File: src/rtl/mux_bus_arbiter_pkg.sv
// Shared encodings for the datapath mux arbiter: FSM states, source indices and widths.
package mux_bus_arbiter_pkg;

  localparam int NUM_SRC = 4;
  localparam int SEL_W   = 2;

  typedef enum logic {
    ST_IDLE  = 1'b0,
    ST_GRANT = 1'b1
  } state_t;

  localparam logic [SEL_W-1:0] SRC_A = 2'd0;
  localparam logic [SEL_W-1:0] SRC_B = 2'd1;
  localparam logic [SEL_W-1:0] SRC_C = 2'd2;
  localparam logic [SEL_W-1:0] SRC_D = 2'd3;

  function automatic logic [NUM_SRC-1:0] onehot(input logic [SEL_W-1:0] idx);
    return NUM_SRC'(1) << idx;
  endfunction

endpackage

File: src/rtl/mux_bus_arbiter_rr_pick4.sv
// Combinational round-robin search: first set req bit starting just after ptr, wrapping,
// ending on ptr itself.
module rr_pick4
  import mux_bus_arbiter_pkg::*;
(
  input  logic [NUM_SRC-1:0] req,
  input  logic [SEL_W-1:0]   ptr,
  output logic [SEL_W-1:0]   pick_idx,
  output logic               pick_valid
);

  logic [SEL_W-1:0] cand;

  // Walk from the farthest candidate back to the nearest so the nearest set bit wins.
  always_comb begin
    pick_idx   = SRC_A;
    pick_valid = 1'b0;
    cand       = SRC_A;
    for (int k = NUM_SRC; k >= 1; k--) begin
      cand = ptr + SEL_W'(k);
      if (req[cand]) begin
        pick_idx   = cand;
        pick_valid = 1'b1;
      end
    end
  end

endmodule

File: src/rtl/mux_bus_arbiter.sv
// Round-robin owner sequencer for the shared 16-bit 4:1 datapath mux, with a bounded
// hold time per ownership and back-to-back handover.
//
// state    | meaning
// ST_IDLE  | no owner; grant=0, sel keeps the last owner index
// ST_GRANT | owner sel holds the bus; hold_cnt counts its granted cycles from 0
module mux_bus_arbiter
  import mux_bus_arbiter_pkg::*;
#(
  parameter int MAX_HOLD = 8,
  parameter int CNT_W    = 8
) (
  input  logic               clk,
  input  logic               rst_n,
  input  logic [NUM_SRC-1:0] req,
  output logic [NUM_SRC-1:0] grant,
  output logic [SEL_W-1:0]   sel,
  output logic               bus_valid,
  output logic               owner_last
);

  localparam logic [CNT_W-1:0] HOLD_LAST = CNT_W'(MAX_HOLD - 1);

  state_t           state;
  logic [SEL_W-1:0] ptr;
  logic [SEL_W-1:0] pick_ptr;
  logic [SEL_W-1:0] pick_idx;
  logic             pick_valid;
  logic [CNT_W-1:0] hold_cnt;
  logic [CNT_W-1:0] hold_nxt;
  logic             release_now;

  // On handover the search starts after the current owner, which is the pointer-to-be.
  assign pick_ptr    = (state == ST_GRANT) ? sel : ptr;
  assign release_now = !req[sel] || (hold_cnt == HOLD_LAST);
  assign hold_nxt    = hold_cnt + CNT_W'(1);

  rr_pick4 u_pick (
    .req        (req),
    .ptr        (pick_ptr),
    .pick_idx   (pick_idx),
    .pick_valid (pick_valid)
  );

  always_ff @(posedge clk or negedge rst_n) begin
    if (!rst_n) begin
      state      <= ST_IDLE;
      ptr        <= SRC_D;
      hold_cnt   <= '0;
      grant      <= '0;
      sel        <= SRC_A;
      bus_valid  <= 1'b0;
      owner_last <= 1'b0;
    end else begin
      case (state)
        ST_IDLE: begin
          if (pick_valid) begin
            state      <= ST_GRANT;
            grant      <= onehot(pick_idx);
            sel        <= pick_idx;
            bus_valid  <= 1'b1;
            hold_cnt   <= '0;
            owner_last <= (HOLD_LAST == '0);
          end
        end
        ST_GRANT: begin
          if (!release_now) begin
            hold_cnt   <= hold_nxt;
            owner_last <= (hold_nxt == HOLD_LAST);
          end else begin
            ptr      <= sel;
            hold_cnt <= '0;
            if (pick_valid) begin
              grant      <= onehot(pick_idx);
              sel        <= pick_idx;
              bus_valid  <= 1'b1;
              owner_last <= (HOLD_LAST == '0);
            end else begin
              state      <= ST_IDLE;
              grant      <= '0;
              bus_valid  <= 1'b0;
              owner_last <= 1'b0;
            end
          end
        end
        default: state <= ST_IDLE;
      endcase
    end
  end

endmodule

File: config.mk
export PLATFORM = sky130hd
export DESIGN_NAME = mux_bus_arbiter
export DESIGN_NICKNAME = d
export VERILOG_FILES = /design/src/rtl/mux_bus_arbiter_pkg.sv /design/src/rtl/mux_bus_arbiter_rr_pick4.sv /design/src/rtl/mux_bus_arbiter.sv
export SDC_FILE = /design/constraint.sdc
export NUM_CORES = 1
export LEC_CHECK = 0
export ABC_CLOCK_PERIOD_IN_PS = 2200
export CAP_MARGIN = 10
export CORE_MARGIN = 3
export CORE_UTILIZATION = 53
export CTS_BUF_LIST = sky130_fd_sc_hd__clkbuf_16
export DETAILED_ROUTE_END_ITERATION = 8
export PLACE_DENSITY = 0.87
export SYNTH_ARGS = -nofsm -noshare
export SYNTH_HDL_FRONTEND = slang
export SYNTH_SLANG_ARGS = --single-unit
File: constraint.sdc
create_clock -name clk -period 2.2 [get_ports clk]
set_input_delay 0.22 -clock clk [delete_from_list [all_inputs] [get_ports clk]]
set_output_delay 0.22 -clock clk [all_outputs]
set_load 0.005 [all_outputs]
==> results.py <==
metrics = {
    "sta": {
        "hold_viol_final": 0,
        "min_period_over_period": 0.933,
        "setup_violations": 0,
        "clock_skew_ps": 2.37,
        "report.final.slew_viol_count": 0,
        "rsz0062_at_grt": "no",
        "tightest_slew_ps": 599,
        "max_clock_freq_mhz": 487,
        "fin_crit_ps": 2050,
        "slew_headroom": 0.599,
        "fin_tns_setup_ps": 0,
    },
    "clocking": {
        "cts.sinks": 19,
        "htreeDepth": 1,
        "worstSkewPairLatency_ps": 250,
        "cts_hold_buffers": 0,
        "cts_inserted_buffers": 3,
        "clk_pin_slew_ps": 50,
        "clock_path_buffers": 2,
        "cts_tree": "yes",
        "cts-root-buf": "clkbuf_16",
    },
    "routing": {
        "wirelength_microns": 2390,
        "dr.pass1.iters": 4,
        "ant_nets": 0,
        "vias": 910,
        "drt_iter0_drc": 30,
        "routed_via_density": 6.07,
        "drc_errors": 0,
        "post_drt_wl_per_cell_microns": 15.9,
    },
    "run": {
        "cap_violations": 0,
    },
    "global_routing": {
        "grt_max_degree": 20,
        "grt_pass1_vias": 841,
        "grtUsageTotal": 0.194,
        "grt_pass1_wl_microns": 3720,
        "antenna_found_initial": 0,
        "overflow": 0,
    },
    "floorplan": {
        "start_util": 0.583,
        "die_area_sq_um": 2530,
        "core_sq_um": 1780,
        "dieWidth_microns": 50.3,
        "die_h_microns": 50.3,
        "io_pins": 14,
        "num_rows": 15,
    },
    "logic_synthesis": {
        "synth_seq_area_share": 0.460,
        "netlist_top_cells_area": "dfrtp_1 (41%), dfstp_2 (5.1%), o31ai_1 (4.3%)",
        "synthSimpleGateAreaFrac": 0.178,
        "synth_edf_count": 0,
        "avgSynthCellArea_sq_um": 10.2,
        "synth_xor_area_frac": 0.0168,
        "synthMuxAreaShare": 0.0734,
        "synth-adder-area-share": 0.0241,
        "synthArstFlopShare": 1.00,
        "yosys.area.top_type": "dfrtp_1",
        "synth-main-ff-cell": "dfrtp_1",
        "postSynthRegisterBits": 19,
        "ys_warn_count": 0,
        "synth_compound_area_frac": 0.214,
        "syn_nets": 110,
        "synth_cells": 102,
        "synthesis.area_sq_um": 1040,
        "synth.distinct_cells": 33,
        "synth_top_family_by_area": "compound AO/OA/AOI/OAI gates",
        "synth_top_cell_area_share": 0.409,
    },
    "setup_path": {
        "worst-endpoint-required_ps": 2340,
        "path_class": "reg -> reg",
        "crit_family": "simple AND/OR/NAND/NOR gates",
        "r2r_cells": 6,
        "crit_cells": 6,
        "rr_startpoint": "hold_cnt[3]$_DFFE_PN0P_",
        "cp-end-kind": "flip-flop",
        "cp-start-kind": "flip-flop",
        "path_buf_inv": 2,
        "startpoint": "hold_cnt[3]$_DFFE_PN0P_",
        "critPathMaxFanout": 7,
        "cp.arrival_ps": 2190,
        "crit_chain": "or4_4 -> o311ai_4 -> buf_4 -> and2_4 -> inv_2 -> a21o_1",
        "worst_path_max_delay_cell": "or4_4",
        "cpPeakStageDelay_ps": 570,
    },
    "pwr": {
        "p_switching_mw": 0.506,
        "ir_drop_mv": 0.772,
        "pwr-share-comb": 0.426,
        "p_leak_nw": 0.583,
        "p_int_mw": 1.08,
        "sequentialPowerShare": 0.340,
        "p_sw_frac": 0.319,
        "power_frac_clock": 0.234,
        "power.density_nw_per_um2": 1200,
    },
    "worst_hold_path": {
        "min_path_type": "in -> async",
    },
    "placement": {
        "place.gp.congestion": 0.885,
        "dpl.hpwl_microns": 1560,
        "portBuffers": 13,
    },
    "final_layout": {
        "final_common_cell": "dfrtp_1",
        "layout_common_cells": "dfrtp_1 (17), clkdlybuf4s50_1 (13), nand2_1 (10)",
        "fin_nets": 134,
        "area_delta_synth_final_pct": 27.1,
        "fin_util": 0.741,
        "antennaDiodeCount": 0,
        "drive_above_1_share": 0.192,
    },
    "run_status": {
        "outcome": "finished, final reports clean",
    },
}
per-layer routing:
metal	share of wire	GRT usage	vias to the layer above
met5	0	0	-
met4	0.023	0.126	0
met3	0.059	0.0356	6
met2	0.50	0.326	33
met1	0.42	0.224	443
li1	-	-	428
synthesized netlist by cell type (all sizes together) (3+ instances only):
cell type and n:
a21oi 3, and3 4, dfrtp 17, mux2 3
nand2 10, nand2b 3, nand3 5, nor2 9
o21ai 13, o31ai 6
final cells by class:
type,instances,area (sq um)
Tap cell,25,31.3
Sequential cell,19,478
Inverter,2,7.51
Clock inverter,1,5.00
Fill cell,120,462
Multi-Input combinational cell,78,527
Timing Repair Buffer,22,198
Clock buffer,3,75.1
timing repair:
| item | 4_1_cts | 5_1_grt |
|---|---|---|
| resized for setup | 0 | 0 |
| buffers inserted | 0 | 4 |
| setup endpoints to repair | 0 | 1 |
power groups by stage:
| stage | Clock [mW] | Combinational, mW | Sequential (mW) |
|---|---|---|---|
| final | 0.372 | 0.675 | 0.539 |
| after global routing | 0.391 | 0.730 | 0.552 |
| after CTS | 0.375 | 0.615 | 0.539 |
| after detailed placement | 0 | 0.606 | 0.546 |
| after global placement | 0 | 0.590 | 0.538 |
| after floorplan | 0 | 0.411 | 0.532 |
state kept, by name, indices dropped and copies added (netlist names):
register / flops
hold_cnt: 8
grant: 4
ptr: 2
sel: 2
bus_valid: 1
owner_last: 1
state: 1
cell families after synthesis:
| family | after synthesis |
|---|---|
| buf+inv | 5 |
| mux | 6 |
| xor+xnor | 2 |
| compound gates | 31 |
| fa+ha+maj | 2 |
| simple gates | 37 |
| flops | 19 |
worst paths after layout:
path / to / slack (ps)
worst max-delay path: sel[1]$_DFFE_PN0P_ / 150
min in group clk: bus_valid$_DFFE_PN0P_ / 480
worst min-delay path: owner_last$_DFFE_PN0P_ / 300
worst max register to register: sel[1]$_DFFE_PN0P_ / 150
worst min register to register: bus_valid$_DFFE_PN0P_ / 480
max in group asynchronous: ptr[0]$_DFFE_PN1P_ / 1640
stage by stage:
step	instances	cell area (sq um)	hold WS, ps	total power [mW]	setup WS [ps]
floorplan	102	1040	-75.6	0.943	326
global placement	142	1210	460	1.13	178
detailed placement	142	1210	472	1.15	80.3
CTS	146	1290	306	1.53	66.7
global route	150	1320	325	1.67	41.1
finish	150	1320	299	1.59	148
Note: power is estimated with default switching activity, not from simulation.
